--- src/rtl/trivium_pkg.sv ---
// Constants and state encoding shared by the Trivium core and its keystream consumers.
package trivium_pkg;

    typedef enum logic [1:0] {
        IDLE = 2'd0,
        FILL = 2'd1,
        OUT  = 2'd2
    } ks_state_e;

    localparam int TRIV_KEY_W = 80;
    localparam int TRIV_IV_W  = 80;
    localparam int KS_WORD_W  = 32;

endpackage

--- src/rtl/trivium_ks_xor_if.sv ---
// Keystream, host data and result channels of the keystream XOR block.
interface trivium_ks_xor_if
    import trivium_pkg::*;
#(
    parameter int W = KS_WORD_W
);

    logic         KSin;
    logic         KSvld;
    logic         KSack;
    logic [W-1:0] Din;
    logic         Dlast;
    logic         Drdy;
    logic         Dack;
    logic [W-1:0] Dout;
    logic         Olast;
    logic         Dvld;
    logic         Ordy;

    modport master (
        output KSin, KSvld, Din, Dlast, Drdy, Ordy,
        input  KSack, Dack, Dout, Olast, Dvld
    );

    modport slave (
        input  KSin, KSvld, Din, Dlast, Drdy, Ordy,
        output KSack, Dack, Dout, Olast, Dvld
    );

endinterface

--- src/rtl/trivium_ks_sipo.sv ---
// Serial-in/parallel-out keystream packer: first bit in ends up as the word MSB.
module trivium_ks_sipo #(
    parameter int W = 32
) (
    input  logic         clk,
    input  logic         rst_n,
    input  logic         clr,
    input  logic         load,
    input  logic         shift,
    input  logic         ks_bit,
    output logic [W-1:0] word,
    output logic         full
);

    localparam int CW = $clog2(W);

    logic [W-2:0] ksreg;
    logic [CW-1:0] cnt;

    // word is the value the register would hold after this shift, so the
    // parent can capture a complete word in the same cycle as the last bit
    assign word = {ksreg, ks_bit};
    assign full = shift && (cnt == CW'(W - 1));

    always_ff @(posedge clk or negedge rst_n) begin
        if (!rst_n) begin
            ksreg <= '0;
            cnt   <= '0;
        end else if (clr || load) begin
            cnt <= '0;
        end else if (shift) begin
            ksreg <= word[W-2:0];
            cnt   <= full ? '0 : cnt + CW'(1);
        end
    end

endmodule

--- src/rtl/trivium_ks_xor.sv ---
// Packs W serial keystream bits and XORs them with one host word (encrypt == decrypt).
module trivium_ks_xor
    import trivium_pkg::*;
#(
    parameter int W = KS_WORD_W
) (
    input  logic              CLK,
    input  logic              RSTn,
    input  logic              EN,
    input  logic              CLR,
    output logic              BSY,
    trivium_ks_xor_if.slave   bus
);

    ks_state_e    state, state_d;
    logic         ks_ack, d_ack;
    logic         ks_xfer, d_xfer, o_xfer;
    logic         load, ks_full;
    logic [W-1:0] ks_word, dreg, dout;
    logic         last, olast, dvld;

    // Handshakes are withheld during a flush so no word or bit is silently dropped
    assign ks_ack  = RSTn && EN && !CLR && (state == FILL);
    assign d_ack   = RSTn && EN && !CLR &&
                     ((state == IDLE) || ((state == OUT) && bus.Ordy));
    assign ks_xfer = bus.KSvld && ks_ack;
    assign d_xfer  = bus.Drdy && d_ack;
    assign o_xfer  = dvld && bus.Ordy;

    assign bus.KSack = ks_ack;
    assign bus.Dack  = d_ack;
    assign bus.Dout  = dout;
    assign bus.Olast = olast;
    assign bus.Dvld  = dvld;
    assign BSY       = (state != IDLE);

    trivium_ks_sipo #(.W(W)) u_sipo (
        .clk    (CLK),
        .rst_n  (RSTn),
        .clr    (CLR),
        .load   (load),
        .shift  (ks_xfer),
        .ks_bit (bus.KSin),
        .word   (ks_word),
        .full   (ks_full)
    );

    always_ff @(posedge CLK or negedge RSTn) begin
        if (!RSTn) begin
            state <= IDLE;
        end else if (CLR) begin
            state <= IDLE;
        end else begin
            state <= state_d;
        end
    end

    always_comb begin
        state_d = state;
        load    = 1'b0;
        case (state)
            IDLE: begin
                if (d_xfer) begin
                    load    = 1'b1;
                    state_d = FILL;
                end
            end
            FILL: begin
                if (ks_full) begin
                    state_d = OUT;
                end
            end
            OUT: begin
                // A new word may be taken in the drain cycle to avoid an idle bubble
                if (o_xfer) begin
                    state_d = IDLE;
                    if (d_xfer) begin
                        load    = 1'b1;
                        state_d = FILL;
                    end
                end
            end
            default: state_d = IDLE;
        endcase
    end

    always_ff @(posedge CLK or negedge RSTn) begin
        if (!RSTn) begin
            dreg  <= '0;
            last  <= 1'b0;
            dout  <= '0;
            olast <= 1'b0;
            dvld  <= 1'b0;
        end else if (CLR) begin
            olast <= 1'b0;
            dvld  <= 1'b0;
        end else begin
            if (load) begin
                dreg <= bus.Din;
                last <= bus.Dlast;
            end
            if (ks_full) begin
                dout  <= dreg ^ ks_word;
                olast <= last;
                dvld  <= 1'b1;
            end else if (o_xfer) begin
                dvld <= 1'b0;
            end
        end
    end

endmodule

--- src/flat_wrapper.sv ---
// flat-port wrapper written by rule: the top's interface ports become plain ports
module trivium_ks_xor_flat import trivium_pkg::*;
#(
    parameter int W = KS_WORD_W
)
  (CLK, RSTn, EN, CLR, BSY, bus_KSin, bus_KSvld, bus_Din, bus_Dlast, bus_Drdy, bus_Ordy, bus_KSack, bus_Dack, bus_Dout, bus_Olast, bus_Dvld);
  trivium_ks_xor_if #(.W(W)) bus_i ();
  input  logic CLK;
  input  logic RSTn;
  input  logic EN;
  input  logic CLR;
  output logic BSY;
  input wire logic [$bits(bus_i.KSin)-1:0] bus_KSin;
  input wire logic [$bits(bus_i.KSvld)-1:0] bus_KSvld;
  input wire logic [$bits(bus_i.Din)-1:0] bus_Din;
  input wire logic [$bits(bus_i.Dlast)-1:0] bus_Dlast;
  input wire logic [$bits(bus_i.Drdy)-1:0] bus_Drdy;
  input wire logic [$bits(bus_i.Ordy)-1:0] bus_Ordy;
  output wire logic [$bits(bus_i.KSack)-1:0] bus_KSack;
  output wire logic [$bits(bus_i.Dack)-1:0] bus_Dack;
  output wire logic [$bits(bus_i.Dout)-1:0] bus_Dout;
  output wire logic [$bits(bus_i.Olast)-1:0] bus_Olast;
  output wire logic [$bits(bus_i.Dvld)-1:0] bus_Dvld;
  assign bus_i.KSin = bus_KSin;
  assign bus_i.KSvld = bus_KSvld;
  assign bus_i.Din = bus_Din;
  assign bus_i.Dlast = bus_Dlast;
  assign bus_i.Drdy = bus_Drdy;
  assign bus_i.Ordy = bus_Ordy;
  assign bus_KSack = bus_i.KSack;
  assign bus_Dack = bus_i.Dack;
  assign bus_Dout = bus_i.Dout;
  assign bus_Olast = bus_i.Olast;
  assign bus_Dvld = bus_i.Dvld;
  trivium_ks_xor #(.W(W)) u_core (.CLK(CLK), .RSTn(RSTn), .EN(EN), .CLR(CLR), .BSY(BSY), .bus(bus_i));
endmodule
--- config.mk ---
export PLATFORM = sky130hd
export DESIGN_NAME = trivium_ks_xor_flat
export DESIGN_NICKNAME = d
export VERILOG_FILES = /design/src/rtl/trivium_pkg.sv /design/src/rtl/trivium_ks_xor_if.sv /design/src/rtl/trivium_ks_sipo.sv /design/src/rtl/trivium_ks_xor.sv /design/src/flat_wrapper.sv
export SDC_FILE = /design/constraint.sdc
export NUM_CORES = 1
export LEC_CHECK = 0
export CAP_MARGIN = 20
export CORE_MARGIN = 1.5
export CORE_UTILIZATION = 40
export CTS_BUF_LIST = sky130_fd_sc_hd__clkbuf_2 sky130_fd_sc_hd__clkbuf_4 sky130_fd_sc_hd__clkbuf_8
export DETAILED_ROUTE_END_ITERATION = 8
export REMOVE_ABC_BUFFERS = 1
export SYNTH_ARGS = -nofsm -noshare
export SYNTH_HDL_FRONTEND = slang
export SYNTH_SLANG_ARGS = --single-unit
--- constraint.sdc ---
create_clock -name CLK -period 5.2 [get_ports CLK]
set_input_delay 0.78 -clock CLK [delete_from_list [all_inputs] [get_ports CLK]]
set_output_delay 0.78 -clock CLK [all_outputs]
set_load 0.02 [all_outputs]
Word-level counts from Yosys, hierarchy flattened
Cells that the tools add are included.

Output and inout bits: 37. Bits in registers: 105. Bits of input ports: 41.

Mux-type cells: 17. Reduce and logical (&&, ||, !) cells: 21. $add $sub $neg: 1. Bitwise operators: 3. Eq/ne operators: 6.

Operators by type and width (number): XOR 32 bit (1); 2-to-1 mux 5 bit (3); logical AND 1 bit (9); 2-to-1 mux 1 bit (8); 2-to-1 mux 2 bit (4); != test 3 x 2 -> 1 bit, second input constant (2); one-hot mux 2 bit (3 select lines) (1); AND reduction 2 bit (3); nonzero test 2 bit (3); adder 5 x 1 -> 5 bit, second input constant (1); equality test 5 bit, second input constant (1); != test 3 bit, second input constant (1); AND reduction 3 bit (1); nonzero test 3 bit (1); equality test 2 x 1 -> 1 bit, second input constant (1); equality test 2 bit, second input constant (1); zero test 2 bit (1); logical OR 1 bit (2); inverter 1 bit (2); one-hot mux 1 bit (2 select lines) (1); zero test 1 bit (1).

Logic depth before layout (Yosys ltp)
Gate-level depths: netlist of run 1.

Depth in word-level cells: 11. Gate-level depth with buffers: 8. Gate-level depth less buffers: 6.

By module
A second synthesis of run 1 with hierarchy kept.

Cell total of the unflattened synthesis: 324. Area total of the unflattened synthesis: 4446.8 um^2.

By module, submodules not included: trivium_ks_xor (sequential area each 1726.7 um^2, cells an instance 228, area each 2985.4 um^2, instances 1); trivium_ks_sipo (sequential area each 900.9 um^2, cells an instance 96, area each 1461.4 um^2, instances 1).

Least setup slack after synthesis of run 1
No wires, ideal clock.

Kind: input port to output port. From: in CLR. To: out bus_Dack. Cell stages on the path: 3. Arrival time: 1.677 ns. Required time: 4.420 ns. Setup slack: 2.743 ns. Cells stage by stage: buf_6 > and4bb_1 > a21boi_0.

Longest elaborated chain between the ends: 3.

RTL lines: start: declaration (RTL line flat_wrapper.sv:11) `input logic CLR;`; zero test 1 bit (RTL line trivium_ks_xor.sv:24) `assign d_ack = RSTn && EN && !CLR &&`; logical AND 1 bit (2 in series) (RTL line trivium_ks_xor.sv:24); end: declaration (RTL line flat_wrapper.sv:20) `output wire logic [$bits(bus_i.Dack)-1:0] bus_Dack;`.

Every way passes these cells.

Worst setup path in the final report of run 1
Ends and elaborated chain as after synthesis.

==> qor.yml, run 1 <==
status:
  outcome: "completed"
routing:
  wire_per_inst_um: 14.2
  ant_nets: 0
  drt_pass1_iterations: 4
  totalWireLength_mm: 7.66
  drcViolationCount: 0
  vias_per_cell: 4.83
  num_vias: 2611
  drt_iter0_markers: 89
sta:
  finalCriticalPeriod_ns: 3.38
  skew_ns: 0.0108
  fmax_ghz: 0.296
  hold_slack_ns: 0.389
  grt_setup_unrepaired: "no"
  fin_ws_ns: 1.82
  finalHoldViolations: 0
  period_share_pct: 64.9
  worst_slew_pin_slew_ns: 0.929
  setup_viol: 0
  tns_ns: 0
  drv_slew: 0
  slew_headroom_pct: 38.1
floorplanning:
  core_um2: 10800
  initial_utilization_pct: 41.0
  die-area_um2: 11700
  rows: 38
  num_io_pins: 78
  die_h_um: 108
  die_w_um: 108
logic_synthesis:
  syn_area_per_cell_um2: 13.8
  yosys.cell_types.count: 39
  yosysSeqAreaShare_pct: 59.3
  syn-instance-count: 322
  synth_area_um2: 4430
  synth_warnings: 0
  synth_seq_cells: 105
grt:
  antenna_found_initial: 0
  grt_pass1_wl_mm: 12.7
  grt-ovfl-total: 0
  grt_util_all_layers_pct: 14.1
  grt_max_degree: 69
  grt_pass1_vias: 2656
critical_path:
  crit_arrival_ns: 2.60
  reg2reg_to: "u_core.bus.Dout[10]"
  r2r_start: "u_core.u_sipo.cnt[0]"
  worst-r2r-setup-slack_ns: 2.80
  r2r_cells: 6
  endpoint_kind: "output port"
  path_class: "input pin to output port"
  cp_common_cell: "clkdlybuf4s50_1"
  crit_chain: "clkdlybuf4s50_1 -> and4bb_1 -> a21boi_0 -> clkdlybuf4s50_1"
  slowest_delay_ns: 0.64
  start_kind: "input pin"
  path_delay_family: "buffers and inverters"
  cp.buffers_inverters: 2
  required_ns: 4.42
  cp_max_fo: 9
  worst_path_max_delay_cell: "clkdlybuf4s50_1"
place:
  place_ws_ns: 1.80
  dpl.hpwl_mm: 5.10
  place_congestion: 0.715
  port_buffers: 77
power_and_ir_drop:
  power_mw: 1.77
  leakagePower_nw: 2.44
  max-vdd-ir-drop_mv: 0.158
  power.density_nw_per_um2: 320
layout:
  final_common_cell: "dfrtp_1"
  fillCellCount: 971
  areaGrowthSynthToFinish_pct: 24.6
  layout_common_cells: "dfrtp_1, clkdlybuf4s50_1, mux2_2"
  antennaDiodeCount: 0
  fin_util_pct: 51.1
  fin_nets: 440
  drive_gt1_share_pct: 22.4
clock_network:
  cts_setup_buffers: 0
  clk_pin_slew_ns: 0.10
  cts_tree: "built"
  cts_resized: 0
  clock_latency_ns: 0.35
  clock-sinks: 105
  holdBufCountCts: 0
  root_buffer: "clkbuf_8"
  numCtsBuffers: 9
  htree_num_levels: 3
  cts.path.max_buffers: 2
worst_hold_path:
  hp-class: "input pin to asynchronous set/reset pin"
run:
  drv_cap: 0
-- kinds of logic after synthesis --
group	after synthesis	synth area share, %
multiplexers	64	17.7
AND/OR/NAND/NOR	54	6.02
XOR/XNOR	32	6.33
AO/OA/AOI/OAI	45	6.33
adder cells (fa/ha/maj)	2	0.565
flip-flops	105	59.3
buffers and inverters	20	3.70
-- Yosys cell counts --
| cell | n | area (µm²) |
|---|---|---|
| dfrtp_1 | 105 | 2630 |
| mux2_2 | 46 | 518 |
| nand2_1 | 36 | 135 |
| xnor2_1 | 32 | 280 |
| o21ai_0 | 27 | 135 |
| mux2_4 | 17 | 255 |
| o21ai_1 | 6 | 30.0 |
| clkbuf_1 | 4 | 15.0 |
| inv_1 | 4 | 15.0 |
| a21o_1 | 3 | 22.5 |
| buf_2 | 3 | 15.0 |
| buf_6 | 3 | 33.8 |
| and2_1 | 2 | 12.5 |
| and3_1 | 2 | 12.5 |
| buf_12 | 2 | 40.0 |
| buf_4 | 2 | 15.0 |
| buf_8 | 2 | 30.0 |
| ha_1 | 2 | 25.0 |
| nand3_1 | 2 | 10.0 |
| nor2_1 | 2 | 7.51 |
| o41ai_2 | 2 | 32.5 |
| a211o_1 | 1 | 8.76 |
| a21bo_2 | 1 | 10.0 |
| a21boi_0 | 1 | 7.51 |
| a21oi_1 | 1 | 5.00 |
| and4bb_1 | 1 | 12.5 |
| mux2_1 | 1 | 11.3 |
| nand3b_1 | 1 | 7.51 |
| nand4_1 | 1 | 6.26 |
| nand4b_1 | 1 | 8.76 |
| nor2b_1 | 1 | 6.26 |
| nor3_1 | 1 | 5.00 |
| nor3_2 | 1 | 10.0 |
| nor3b_1 | 1 | 7.51 |
| nor3b_4 | 1 | 18.8 |
| o2111a_2 | 1 | 12.5 |
| o31ai_1 | 1 | 7.51 |
| o32ai_1 | 1 | 8.76 |
| or2_2 | 1 | 6.26 |
-- power by group --
group	total (mW)	leakage (nW)	switching [mW]	internal, mW
Clock	0.632	0.130	0.260	0.372
Combinational	0.202	0.909	0.0597	0.142
Sequential	0.933	1.40	0.0484	0.885
-- worst max path at each step --
stage,start,end,slack [ns],cells past startpoint
after CTS,CLR,bus_Dack,1.79,4
final,CLR,bus_Dack,1.82,4
after floorplan,CLR,u_core.state[0],2.30,3
after detailed placement,CLR,bus_Dack,1.80,4
after global placement,CLR,u_core.dreg[4],1.79,4
after global routing,CLR,bus_Dack,1.70,4
-- per-layer routing --
| metal | track usage, % | vias up | share of wire (%) |
|---|---|---|---|
| met4 | 3.01 | 0 | 0.86 |
| met3 | 5.00 | 7 | 5.9 |
| li1 | - | 1248 | - |
| met5 | 0 | - | 0 |
| met1 | 17.7 | 1295 | 45 |
| met2 | 23.4 | 61 | 48 |
-- through the flow --
stage                     instance area [µm²]  instances
final                                    5520        541
after global routing                     5520        541
after CTS                                5520        541
after detailed placement                 5260        526
after global placement                   5240        525
after floorplan                          4280        306
-- registers in the layout (all words and copies together), names as in the netlist --
| register | count |
|---|---|
| u_core.bus.Dout | 32 |
| u_core.bus.Dvld | 1 |
| u_core.bus.Olast | 1 |
| u_core.dreg | 32 |
| u_core.last | 1 |
| u_core.state | 2 |
| u_core.u_sipo.cnt | 5 |
| u_core.u_sipo.ksreg | 31 |
-- area by class of cell --
| type | count | area [µm²] | area share, % |
|---|---|---|---|
| clock buffers | 10 | 131 | 2.38 |
| clock inverters | 5 | 129 | 2.34 |
| inverters | 4 | 15.0 | 0.272 |
| multi-input cells | 197 | 1640 | 29.7 |
| flip-flops and latches | 105 | 2630 | 47.6 |
| well taps | 140 | 175 | 3.17 |
| repair buffers | 80 | 803 | 14.6 |
Power figures use the tool's default switching activity.
==> run 2, diff against run 1 <==
==> constraint.sdc (replaced) <==
create_clock -name CLK -period 3.2 [get_ports CLK]
set_input_delay 0.48 -clock CLK [delete_from_list [all_inputs] [get_ports CLK]]
set_output_delay 0.48 -clock CLK [all_outputs]
set_load 0.02 [all_outputs]
==> run 2 against run 1 <==
  * Final area grew 0.18%
  * Clock-buffer cell count grew 2
  * Routed wire length grew 1.5%
  * Combinational power grew 64%
  * Total power grew 56%
  * Die area is the same
  * Clock power grew 43%
  * Largest cell class unchanged
  * Critical path depth grew 1
==> qor.yml, run 2 (synthesis gave the netlist of run 1 again) <==
status:
  outcome: "completed"
power_and_ir_drop:
  switchingPower_uw: 606
  switching_share_pct: 22.0
  seqPwrFrac_pct: 55.0
  power.density_nw_per_um2: 498
  leakagePower_nw: 2.45
  p_clk_share_pct: 32.9
  intPower_mw: 2.15
  max-vdd-ir-drop_mv: 0.356
  power_mw: 2.75
  power_frac_comb_pct: 12.1
clock_network:
  htree_num_levels: 3
  clock_latency_ns: 0.37
  root_buffer: "clkbuf_8"
  holdBufCountCts: 1
  clk_pin_slew_ns: 0.09
  cts_resized: 0
  clock-sinks: 105
  cts_setup_buffers: 0
  cts_tree: "built"
  cts.path.max_buffers: 2
  numCtsBuffers: 9
sta:
  period_share_pct: 84.2
  worst_slew_pin_slew_ns: 0.923
  slew_headroom_pct: 38.5
  setup_viol: 0
  fin_ws_ns: 0.504
  grt_setup_unrepaired: "no"
  skew_ns: 0.0101
  tns_ns: 0
  fmax_ghz: 0.371
  drv_slew: 0
  finalHoldViolations: 0
  finalCriticalPeriod_ns: 2.70
critical_path:
  slowest_delay_ns: 0.62
  worst_path_max_delay_cell: "clkdlybuf4s50_1"
  path_class: "input pin to output port"
  crit_arrival_ns: 2.22
  start_kind: "input pin"
  cp_max_fo: 6
  required_ns: 2.72
  crit_chain: "dlygate4sd3_1 -> buf_4 -> and4bb_1 -> a21boi_0 -> clkdlybuf4s50_1"
  worst-r2r-setup-slack_ns: 1.38
  endpoint_kind: "output port"
floorplanning:
  num_io_pins: 78
  die_w_um: 108
  die-area_um2: 11700
  rows: 38
  core_um2: 10800
  die_h_um: 108
  initial_utilization_pct: 41.0
place:
  place_congestion: 0.674
  place_ws_ns: 0.597
  postPlaceCellArea_um2: 5300
  dpl.hpwl_mm: 5.06
  port_buffers: 77
layout:
  areaGrowthSynthToFinish_pct: 24.9
  multi_input_area_um2: 1640
  fin_nets: 445
  antennaDiodeCount: 0
  drive_gt1_share_pct: 23.2
  sequential_cell_area_um2: 2630
  design_area_um2: 5530
  fin_util_pct: 51.2
  fillCellCount: 998
  final_common_cell: "dfrtp_1"
  layout_common_cells: "dfrtp_1, clkdlybuf4s50_1, mux2_2"
grt:
  grt_max_degree: 75
  grt_pass1_wl_mm: 13.3
  antenna_found_initial: 0
  grt-ovfl-total: 0
  grt_util_all_layers_pct: 14.9
  grt_pass1_vias: 2699
routing:
  totalWireLength_mm: 7.77
  drt_pass1_iterations: 4
  wire_per_inst_um: 14.2
  drt_iter0_markers: 48
  drcViolationCount: 0
  ant_nets: 0
  num_vias: 2633
  vias_per_cell: 4.82
run:
  drv_cap: 0
worst_hold_path:
  hp-class: "register to register"
[run 2: path summary, 6_finish.rpt]
check | start | end | cells after the start
setup / recovery | RSTn | bus_Dack | 5
hold / removal | u_core.bus.Dout[25] | u_core.bus.Dout[25] | 2
setup reg to reg | u_core.state[1] | u_core.u_sipo.cnt[3] | 5
hold reg to reg | u_core.bus.Dout[25] | u_core.bus.Dout[25] | 2
max in group asynchronous | RSTn | u_core.u_sipo.ksreg[4] | 4
min in group asynchronous | RSTn | u_core.state[0] | 2
[run 2: per-layer routing]
metal	wire, µm	up-vias	track usage (%)
li1	-	1262	-
met1	3520	1307	18.9
met2	3580	57	23.2
met3	594	7	7.05
met4	79	0	3.67
met5	0	-	0
[run 2: stage by stage]
step	cells	hold slack, ns
final	546	0.482
after floorplan	306	0.184
after global placement	530	0.300
after global routing	546	0.476
after detailed placement	530	0.299
after CTS	546	0.488
[run 2: critical path: cells and delay by family]
| family | cells | cell delay (ns) |
|---|---|---|
| buffers and inverters | 3 | 1.34 |
| AND/OR/NAND/NOR | 1 | 0.22 |
| AO/OA/AOI/OAI | 1 | 0.17 |
[run 2: power by group through the flow]
stage	logic, mW	clock network (mW)	registers (mW)
floorplan	0.229	0	1.53
global placement	0.328	0	1.54
detailed placement	0.336	0	1.54
CTS	0.340	0.946	1.52
global route	0.367	0.987	1.53
finish	0.332	0.906	1.51
[run 2: cell type report]
cell class / count / area share [%]
Clock buffer: 12 / 2.76
Clock inverter: 3 / 1.18
Inverter: 4 / 0.272
Multi-Input combinational cell: 197 / 29.6
Sequential cell: 105 / 47.5
Tap cell: 140 / 3.17
Timing Repair Buffer: 85 / 15.5
